$ cat src/rtl/bcd_timer_ctrl.sv
// bcd_timer_ctrl: two-digit BCD run controller with prescaler, run FSM and one-shot/auto-reload terminal handling.
// Define BCD_TIMER_DOWN_EN to build down counting selected by iDown; otherwise the block counts up only.
module bcd_timer_ctrl #(
  parameter int PRESCALE = 4
) (
  input  logic       iClk,
  input  logic       iReset,
  input  logic       iStart,
  input  logic       iStop,
  input  logic       iClear,
  input  logic       iLoad,
  input  logic [3:0] iPreset1,
  input  logic [3:0] iPreset2,
  input  logic       iDown,
  input  logic       iAutoReload,
  output logic [3:0] oSalida1,
  output logic [3:0] oSalida2,
  output logic [1:0] oState,
  output logic       oBusy,
  output logic       oDone
);
  localparam logic [1:0] IDLE = 2'd0, RUN = 2'd1, PAUSE = 2'd2, DONE = 2'd3;
  localparam logic [15:0] PMAX = 16'(PRESCALE - 1);
  logic [3:0] u_q, u_d, t_q, t_d, pu_q, pu_d, pt_q, pt_d, cu, ct, su, st;
  logic [15:0] pre_q, pre_d;
  logic [1:0] st_q, st_d;
  logic done_q, done_d, down, tick, term;
`ifdef BCD_TIMER_DOWN_EN
  assign down = iDown;
  assign su = down ? (u_q == 4'd0 ? 4'd9 : u_q - 4'd1) : (u_q == 4'd9 ? 4'd0 : u_q + 4'd1);
  assign st = down ? (u_q == 4'd0 ? t_q - 4'd1 : t_q) : (u_q == 4'd9 ? t_q + 4'd1 : t_q);
  assign term = down ? (u_q == 4'd0 && t_q == 4'd0) : (u_q == 4'd9 && t_q == 4'd9);
`else
  logic unused_down;
  assign unused_down = iDown;
  assign down = 1'b0;
  assign su = u_q == 4'd9 ? 4'd0 : u_q + 4'd1;
  assign st = u_q == 4'd9 ? t_q + 4'd1 : t_q;
  assign term = u_q == 4'd9 && t_q == 4'd9;
`endif
  assign cu = iPreset1 > 4'd9 ? 4'd9 : iPreset1;
  assign ct = iPreset2 > 4'd9 ? 4'd9 : iPreset2;
  assign tick = st_q == RUN && pre_q == PMAX;
  always_comb begin
    u_d = u_q;
    t_d = t_q;
    pu_d = pu_q;
    pt_d = pt_q;
    pre_d = pre_q;
    st_d = st_q;
    done_d = 1'b0;
    if (iClear) begin
      u_d = '0;
      t_d = '0;
      pre_d = '0;
      st_d = IDLE;
    end else if (iLoad && st_q != RUN) begin
      pu_d = cu;
      pt_d = ct;
      u_d = cu;
      t_d = ct;
      st_d = st_q == DONE ? IDLE : st_q;
    end else begin
      if (st_q == RUN) pre_d = tick ? '0 : pre_q + 16'd1;
      if (tick && term) begin
        done_d = 1'b1;
        u_d = iAutoReload ? pu_q : u_q;
        t_d = iAutoReload ? pt_q : t_q;
        st_d = iAutoReload ? RUN : DONE;
      end else if (tick) begin
        u_d = su;
        t_d = st;
      end
      // A one-shot terminal tick outranks a simultaneous stop.
      if (st_q == RUN && iStop && st_d == RUN) st_d = PAUSE;
      else if (st_q != RUN && iStart) begin
        st_d = RUN;
        pre_d = st_q == PAUSE ? pre_q : '0;
        u_d = st_q == DONE ? pu_q : u_q;
        t_d = st_q == DONE ? pt_q : t_q;
      end
    end
  end
  always_ff @(posedge iClk) begin
    if (iReset) begin
      u_q <= '0;
      t_q <= '0;
      pu_q <= '0;
      pt_q <= '0;
      pre_q <= '0;
      st_q <= IDLE;
      done_q <= 1'b0;
    end else begin
      u_q <= u_d;
      t_q <= t_d;
      pu_q <= pu_d;
      pt_q <= pt_d;
      pre_q <= pre_d;
      st_q <= st_d;
      done_q <= done_d;
    end
  end
  assign oSalida1 = u_q;
  assign oSalida2 = t_q;
  assign oState = st_q;
  assign oBusy = st_q == RUN;
  assign oDone = done_q;
endmodule

$ cat config.mk
export PLATFORM = sky130hd
export DESIGN_NAME = bcd_timer_ctrl
export DESIGN_NICKNAME = d
export VERILOG_FILES = /design/src/rtl/bcd_timer_ctrl.sv
export SDC_FILE = /design/constraint.sdc
export NUM_CORES = 1
export LEC_CHECK = 0
export CAP_MARGIN = 20
export CORE_MARGIN = 2
export CORE_UTILIZATION = 30
export CTS_CLUSTER_DIAMETER = 100
export DETAILED_ROUTE_END_ITERATION = 7
export PLACE_DENSITY_LB_ADDON = 0.1
export SETUP_SLACK_MARGIN = 0.3
export SLEW_MARGIN = 30
export SYNTH_ARGS = -nofsm -noshare
export SYNTH_HDL_FRONTEND = slang
export SYNTH_SLANG_ARGS = --single-unit
$ cat constraint.sdc
create_clock -name iClk -period 1.9 [get_ports iClk]
set_input_delay 0.285 -clock iClk [delete_from_list [all_inputs] [get_ports iClk]]
set_output_delay 0.285 -clock iClk [all_outputs]
set_load 0.005 [all_outputs]
# After elaboration in Yosys (flattened, before gate mapping)
# Cells that the tools add are included.
[classes]
n_addsub = 3
n_lt_le_gt_ge = 2
n_eq_ne = 11
mux = 32
n_bitwise = 2
n_reduce_logical = 11
[ops]
columns = ["operator", "n"]
rows = [
  ["2-to-1 mux 16 bit", 5],
  ["2-to-1 mux 4 bit", 18],
  ["adder 16 x 1 -> 16 bit (second input constant)", 1],
  ["== test 16 x 2 -> 1 bit (second input constant)", 1],
  ["2-to-1 mux 2 bit", 8],
  ["adder 4 x 1 -> 4 bit (second input constant)", 2],
  ["== test 4 bit (second input constant)", 2],
  ["> comparator 4 bit (second input constant)", 2],
  ["logical AND 1 bit", 7],
  ["== test 2 x 1 -> 1 bit (second input constant)", 2],
  ["== test 2 bit (second input constant)", 2],
  ["inequality test 2 x 1 -> 1 bit (second input constant)", 2],
  ["inequality test 4 bit (second input constant)", 1],
  ["AND reduction 2 bit", 2],
  ["inequality test 3 bit (second input constant)", 1],
  ["OR reduction 3 bit", 1],
  ["NOT 1 bit", 2],
  ["OR reduction 2 bit", 1],
  ["2-to-1 mux 1 bit", 1],
]
[totals]
ff_bits = 35
in_bits = 16
output_inout_bits = 12
elab_cells = 68

# Logic depth before layout (Yosys ltp)
# Gate-level depths: netlist of the first run.
[logic_depth]
ltp_word = 10
mapped_depth = 8
mapped_depth_nobuf = 7

# Least setup slack after synthesis of the first run
# OpenSTA, ideal clock, no wires.
[synth_path]
kind = "register -> register"
from = "reg st_q[0], in the netlist oState[0]"
to = "reg st_q[0], in the netlist oState[0]"
setup_time_ps = 61
arrival_time_ps = 1679
slack_ps = 160
path_stages_with_launch = 8
n_path_buf = 2
cell_sequence = "dfxtp_1 -> buf_2 -> and3b_1 -> buf_2 -> nand4_4 -> or3_1 -> o211ai_2 -> o2111a_1"
[synth_via]
elab_chain_len = 10
elab_cells_between_ends = 17
cone_classes = "5 x eq/ne; 6 x mux; 6 x reduce/logical"
[synth_lines]
columns = ["element", "line_no", "text"]
rows = [
  ["start, declared", "26", "logic [1:0] st_q, st_d;"],
  ["start signal, assigned", "99", "st_q <= st_d;"],
  ["== test 2 x 1 -> 1 bit", "43, 75", ""],
  ["logical AND 1 bit", "43", "assign tick = st_q == RUN && pre_q == PMAX;"],
  ["logical AND 1 bit", "65", "if (tick && term) begin"],
  ["2-to-1 mux 2 bit", "65", ""],
  ["2-to-1 mux 2 bit", "57", "end else if (iLoad && st_q != RUN) begin"],
  ["2-to-1 mux 2 bit", "52", "if (iClear) begin"],
  ["== test 2 x 1 -> 1 bit", "75", "if (st_q == RUN && iStop && st_d == RUN) st_d = PAUSE;"],
  ["logical AND 1 bit", "75", ""],
  ["2-to-1 mux 2 bit", "75", ""],
  ["2-to-1 mux 2 bit", "57", ""],
]
# Parallel ways exist; a longest one is shown, timed or not. The select of a mux whose other input is x is not followed.
# A chain may end at the register's enable or synchronous reset.

# Worst setup path in the final report of the first run
[layout_path]
from = "reg pre_q[6]"
to = "reg t_q[3], in the netlist oSalida2[3]"
[layout_via]
elab_chain_len = 10
elab_cells_between_ends = 14
cone_classes = "3 x eq/ne; 8 x mux; 3 x reduce/logical"
[layout_lines]
columns = ["element", "line_no", "text"]
rows = [
  ["start, declared", "25", "logic [15:0] pre_q, pre_d;"],
  ["start signal, assigned", "98", "pre_q <= pre_d;"],
  ["== test 16 x 2 -> 1 bit *", "43", ""],
  ["logical AND 1 bit *", "43", ""],
  ["logical AND 1 bit", "65", ""],
  ["2-to-1 mux 2 bit", "65", ""],
  ["2-to-1 mux 2 bit", "57", ""],
  ["2-to-1 mux 2 bit", "52", ""],
  ["== test 2 x 1 -> 1 bit", "75", ""],
  ["logical AND 1 bit", "75", ""],
  ["2-to-1 mux 4 bit", "75", ""],
  ["2-to-1 mux 4 bit", "57", ""],
  ["end signal, assigned", "95", "t_q <= t_d;"],
  ["end, declared", "24", "logic [3:0] u_q, u_d, t_q, t_d, pu_q, pu_d, pt_q, pt_d, cu, ct, su, st;"],
]
# Every way passes the cells marked *; elsewhere a longest branch is shown, timed or not. The select of a mux whose other input is x is not followed.

==> flow_metrics.env, run 1 <==
export IMPL_totalWireLength_mm=6.91
export IMPL_min_period_ps=1750
export IMPL_hold_viol_final=0
export IMPL_synthesis_area_um2=2160
export IMPL_grt_pass1_vias=2120
export IMPL_top_layer="met4"
export IMPL_cap_violations=0
export IMPL_ir_worst_vdd_v=0.000300
export IMPL_endpoint_kind="flip-flop"
export IMPL_clock_latency_ps=290
export IMPL_layout_drive_gt1_share_pct=29.9
export IMPL_swShare_pct=25.5
export IMPL_syn_nets=301
export IMPL_h_tree_depth=2
export IMPL_worstPathRequired_ps=2070
export IMPL_synth_adder_area_share_pct=1.73
export IMPL_cp_data_arrival_time_ps=1930
export IMPL_wl_per_cell_um=15.3
export IMPL_cp_top_family="compound AO/OA/AOI/OAI gates"
export IMPL_p_int_mw=1.32
export IMPL_critical_path_class="flip-flop to flip-flop"
export IMPL_wl_met3_um=462
export IMPL_critPathMaxFanout=7
export IMPL_drt_pass1_iterations=4
export IMPL_synthSimpleGateAreaFrac_pct=33.0
export IMPL_finalClockSkew_ps=5.24
export IMPL_vias_per_cell=5.18
export IMPL_synth_xor_area_share_pct=5.66
export IMPL_async_reset_ff_share_pct=0
export IMPL_synth_seq_area_share_pct=32.4
export IMPL_slowest_stage="dfxtp_2"
export IMPL_clk_pin_slew_ps=80
export IMPL_num_vias=2337
export IMPL_grt_pass1_wl_mm=11.1
export IMPL_fin_area_um2=3200
export IMPL_synth_edff_count=0
export IMPL_synth_distinct_cells=56
export IMPL_gp_congestion=0.873
export IMPL_synth_compound_area_share_pct=22.7
export IMPL_clock_sinks=35
export IMPL_antenna_found_initial=0
export IMPL_die_x_um=88.9
export IMPL_setup_viol=0
export IMPL_comb_power_share_pct=16.3
export IMPL_rsz0062_at_grt="yes"
export IMPL_clkPwrFrac_pct=40.6
export IMPL_rows=30
export IMPL_whs_ps=498
export IMPL_route_met2_wl_mm=2.92
export IMPL_die_area_um2=7910
export IMPL_coreArea_um2=6910
export IMPL_drc=0
export IMPL_synthMuxAreaShare_pct=0.462
export IMPL_track_usage_pct=18.1
export IMPL_ios=28
export IMPL_drt_iter0_markers=181
export IMPL_placed_area_um2=2860
export IMPL_clk_path_buf_depth=2
export IMPL_wl_met1_mm=3.46
export IMPL_cts_tree="yes"
export IMPL_final_max_slew_violation_count=0
export IMPL_syn_inst=282
export IMPL_power_density_nw_per_um2=552
export IMPL_timing_final_crit_share_pct=92.2
export IMPL_avgSynthCellArea_um2=7.68
export IMPL_areaGrowthSynthToFinish_pct=48.0
export IMPL_grt_max_degree=15
export IMPL_worstHoldPathType="flip-flop to flip-flop"
export IMPL_pwr_share_seq_pct=43.1
export IMPL_p_switching_mw=0.451
export IMPL_cts_made_buffers=5
export IMPL_final_antenna_net_count=0
export IMPL_grt_remaining_overflow=0
export IMPL_portBuffers=26
export IMPL_yosys_warnings=0
export IMPL_synth_main_ff_cell="dfxtp_1"
export IMPL_die_y_um=88.9
export IMPL_crit_path_start_kind="flip-flop"
export IMPL_cpPeakStageDelay_ps=350
export IMPL_path_cells="nor4_4, buf_4, nand4_4, buf_4, o31a_1, o21ai_1, a21oi_1"
export IMPL_cts_root_buffer="clkbuf_8"
export IMPL_slew_headroom_pct=65.0
export IMPL_dp_cells=433
export IMPL_tightest_slew_ps=519
export IMPL_outcome="complete, no violations"
export IMPL_max_freq_mhz=571
export IMPL_final_nets=373
export IMPL_start_util_pct=31.3
export IMPL_synth_top_family_by_area="simple AND/OR/NAND/NOR gates"
export IMPL_fin_util_pct=46.4
export IMPL_antenna_cells=0
export IMPL_synth_seq_cells=35
export IMPL_fin_cells=451
export IMPL_dp_hpwl_mm=5.18
export IMPL_cpMostUsedCell="buf_4"
export IMPL_leakage_nw=1.20
export IMPL_crit_buf_inv=2
[layer usage]
metal  track usage, %  vias to the layer above
li1                 -                     1171
met1             27.2                     1095
met2             25.4                       64
met3             4.62                        7
met4             5.02                        0
met5                0                        -
[sequential cells by signal, summed over array words and instances, names as in the netlist]
| register | count |
|---|---|
| oDone | 1 |
| oSalida2 | 4 |
| pu_q | 4 |
| pt_q | 4 |
| oState | 2 |
| oSalida1 | 4 |
| pre_q | 16 |
[final timing paths]
path | slack, ps | startpoint | cells after the start | endpoint
worst max-delay path | 150 | pre_q[6] | 7 | oSalida2[3]
worst max register to register | 150 | pre_q[6] | 7 | oSalida2[3]
worst min-delay path | 500 | pt_q[2] | 2 | pt_q[2]
worst min register to register | 500 | pt_q[2] | 2 | pt_q[2]
[per-stage QoR]
| step | power [mW] | TNS (ps) | worst slack (ps) |
|---|---|---|---|
| floorplan | 0.910 | 0 | 262 |
| global placement | 1.05 | -111 | -58.3 |
| detailed placement | 1.05 | -331 | -65.3 |
| CTS | 1.77 | 0 | 181 |
| global route | 1.84 | 0 | 81.3 |
| finish | 1.77 | 0 | 147 |
[Yosys cell counts (3+ instances only)]
cell       n  area [um2]
xor2_1     5        43.8
o21ai_0   18        90.1
a21oi_1   18        90.1
dfxtp_1   35         701
nand3_1   16        80.1
nand3b_1   4        30.0
nand4_1    4        25.0
nor2b_1    5        31.3
nor3_1    10        50.1
xnor2_1    9        78.8
nor4_1     6        37.5
and2_1     6        37.5
o21a_1     3        22.5
clkbuf_1  10        37.5
o211ai_1   3        22.5
a31oi_1    5        31.3
ha_1       3        37.5
nor2_1    36         135
buf_2      4        20.0
nand2_1   27         101
inv_1      7        26.3
[area by class of cell]
class                           count  area (um2)
Clock buffer                        6        82.6
Clock inverter                      2        35.0
Fill cell                         709        3700
Inverter                            7        26.3
Multi-Input combinational cell    225        1520
Sequential cell                    35         717
Tap cell                           96         120
Timing Repair Buffer               80         706
[worst reg2reg max path, delay by kind of cell (launching register included)]
| family | cells | cell delay (ps) |
|---|---|---|
| simple gates | 2 | 420 |
| flops | 1 | 350 |
| compound gates | 3 | 500 |
| buf+inv | 2 | 370 |
[timing repair]
item	in CTS	in global routing
pin swaps	4	8
gates resized for setup	18	29
hold buffers	0	0
endpoints found under the setup margin	27	36
buffers inserted	5	5
[power groups by stage]
stage               sequential (mW)  combinational (mW)  clock (mW)
floorplan                     0.781               0.129           0
global placement              0.779               0.273           0
global route                  0.765               0.311       0.763
detailed placement            0.779               0.271           0
CTS                           0.762               0.278       0.731
finish                        0.763               0.288       0.718
[cell usage in the layout (no fill, tap or decap), types with 3 or more instances in the layout]
cell	n
a21oi_1	17
a31oi_1	5
and2_1	5
buf_4	49
buf_6	4
clkbuf_8	6
clkdlybuf4s50_1	21
dfxtp_1	24
dfxtp_2	10
dlymetal6s2s_1	5
inv_1	5
nand2_1	25
nand3_1	15
nand3b_1	4
nand4_1	4
nor2_1	36
nor2b_1	5
nor3_1	7
nor3_2	3
nor4_1	3
nor4_4	4
o211ai_1	3
o21a_1	3
o21ai_0	16
xnor2_1	9
xor2_1	5
[cell families after synthesis]
family	after synthesis
AO/OA/AOI/OAI	74
XOR/XNOR	14
adder cells (fa/ha/maj)	3
buffers and inverters	22
flip-flops	35
multiplexers	1
AND/OR/NAND/NOR	133
(Power assumes the default switching activity.)
==> run 2, diff against run 1 <==
CORE_MARGIN = 3   (was 2)
==> run 2 against run 1 <==
Against the previous run:
- first-iteration DRC count decreased by 24%
- sequential cell count stayed put
- clock skew shrank 1.2 ps
- utilization shrank 1.5 points
- fmax grew 3.3%
- total power fell by 11%
- critical endpoint is now oState[0]
==> flow_metrics.env, run 2 (synthesis gave the netlist of run 1 again) <==
export IMPL_outcome="complete, no violations"
export IMPL_cp_data_arrival_time_ps=1930
export IMPL_setup_viol=0
export IMPL_die_area_um2=8270
export IMPL_cts_tree="yes"
export IMPL_rows=30
export IMPL_die_x_um=90.9
export IMPL_coreArea_um2=6910
export IMPL_grt_remaining_overflow=0
export IMPL_critical_path_class="flip-flop to flip-flop"
export IMPL_leakage_nw=1.08
export IMPL_crit_path_start_kind="flip-flop"
export IMPL_antenna_cells=0
export IMPL_ios=28
export IMPL_layout_commonest_cell="buf_4"
export IMPL_rsz0062_at_grt="yes"
export IMPL_largest_reg_flops=16
export IMPL_totalWireLength_mm=6.82
export IMPL_gp_congestion=0.809
export IMPL_slowest_stage="or3_4"
export IMPL_multi_input_area_um2=1490
export IMPL_grt_pass1_vias=2206
export IMPL_track_usage_pct=16.6
export IMPL_worstPathRequired_ps=2130
export IMPL_die_y_um=90.9
export IMPL_layout_drive_gt1_share_pct=27.5
export IMPL_fillCellCount=713
export IMPL_dp_hpwl_mm=5.17
export IMPL_seqCellArea_um2=714
export IMPL_timing_final_crit_share_pct=89.3
export IMPL_hold_viol_final=0
export IMPL_cpPeakStageDelay_ps=370
export IMPL_drt_iter0_markers=137
export IMPL_largest_register="pre_q"
export IMPL_cts_root_buffer="clkbuf_8"
export IMPL_portBuffers=26
export IMPL_power_density_nw_per_um2=509
export IMPL_clk_pin_slew_ps=70
export IMPL_start_util_pct=31.3
export IMPL_final_max_slew_violation_count=0
export IMPL_endpoint_kind="flip-flop"
export IMPL_clk_path_buf_depth=2
export IMPL_clock_latency_ps=290
export IMPL_drc=0
export IMPL_drt_pass1_iterations=4
export IMPL_finalClockSkew_ps=4.08
export IMPL_h_tree_depth=2
export IMPL_ir_worst_vdd_v=0.000256
export IMPL_final_cell_mix="buf_4 (40), nor2_1 (36), nand2_1 (26)"
export IMPL_whs_ps=504
export IMPL_num_vias=2323
export IMPL_clock_sinks=35
export IMPL_grt_pass1_wl_mm=11.1
export IMPL_fin_util_pct=44.9
export IMPL_worstHoldPathType="flip-flop to flip-flop"
export IMPL_wl_per_cell_um=15.3
export IMPL_final_antenna_net_count=0
export IMPL_grt_max_degree=17
export IMPL_cts_made_buffers=5
export IMPL_tightest_slew_ps=504
export IMPL_final_nets=367
export IMPL_min_period_ps=1700
export IMPL_slew_headroom_pct=66.0
export IMPL_path_cells="ha_2, and3b_2, nand4_4, or3_4, o211ai_2, o2111a_1"
export IMPL_vias_per_cell=5.22
export IMPL_areaGrowthSynthToFinish_pct=43.2
export IMPL_critPathMaxFanout=7
export IMPL_cts_hold_fix_buffers=0
export IMPL_antenna_found_initial=0
export IMPL_cap_violations=0
export IMPL_max_freq_mhz=589
-- run 2: cell count changes in the layout (fill, tap and decap cells not counted), moves of 2 or more --
cell / change
buf_4: -9
clkbuf_1: +2
clkdlybuf4s50_1: +4
dlymetal6s2s_1: -4
-- run 2: final timing paths --
check | start | to | slack (ps) | cells after the start
min | pu_q[3] | pu_q[3] | 500 | 2
max | pre_q[1] | oState[0] | 200 | 6
min reg2reg | pu_q[3] | pu_q[3] | 500 | 2
max reg2reg | pre_q[1] | oState[0] | 200 | 6
-- run 2: cell type report --
cell class	instances	area share (%)
Clock inverter	1	0.161
Tap cell	96	3.88
Clock buffer	7	2.46
Timing Repair Buffer	74	21.4
Inverter	7	0.848
Sequential cell	35	23.1
Multi-Input combinational cell	225	48.2
-- run 2: per-stage QoR --
stage / cell area (um2) / setup TNS (ps) / cells / worst slack (ps) / total power [mW]
3_3_place_gp: 2860 / -72.6 / 431 / -40.2 / 1.05
5_1_grt: 3100 / 0 / 445 / 104 / 1.66
2_1_floorplan: 2220 / 0 / 282 / 262 / 0.910
6_report: 3100 / 0 / 445 / 203 / 1.58
3_5_place_dp: 2860 / -39.9 / 431 / -36.8 / 1.05
4_1_cts: 3040 / 0 / 444 / 198 / 1.59
-- run 2: repair_timing --
item / CTS / global route
cloned: 1 / 0
resized for setup: 24 / 16
endpoints found under the setup margin: 28 / 41
buffers inserted: 4 / 1
pin swaps: 6 / 5
-- run 2: worst max-delay path: cells and delay by family, from the launching register on --
family          cells  cell delay [ps]
compound gates      2              340
fa+ha+maj           1              160
simple gates        3              810
flops               1              340
-- run 2: power breakdown --
group	switching [mW]	leakage [nW]	internal, mW	total [mW]
logic	0.141	0.747	0.141	0.282
registers	0.0125	0.289	0.750	0.763
clock network	0.276	0.0422	0.258	0.533
total	0.430	1.08	1.15	1.58
-- run 2: per-layer routing --
| layer | global-route usage [%] | wire length (um) |
|---|---|---|
| met4 | 5.28 | 82 |
| met1 | 24.6 | 3460 |
| met5 | 0 | 0 |
| met3 | 3.15 | 375 |
| met2 | 24.1 | 2900 |
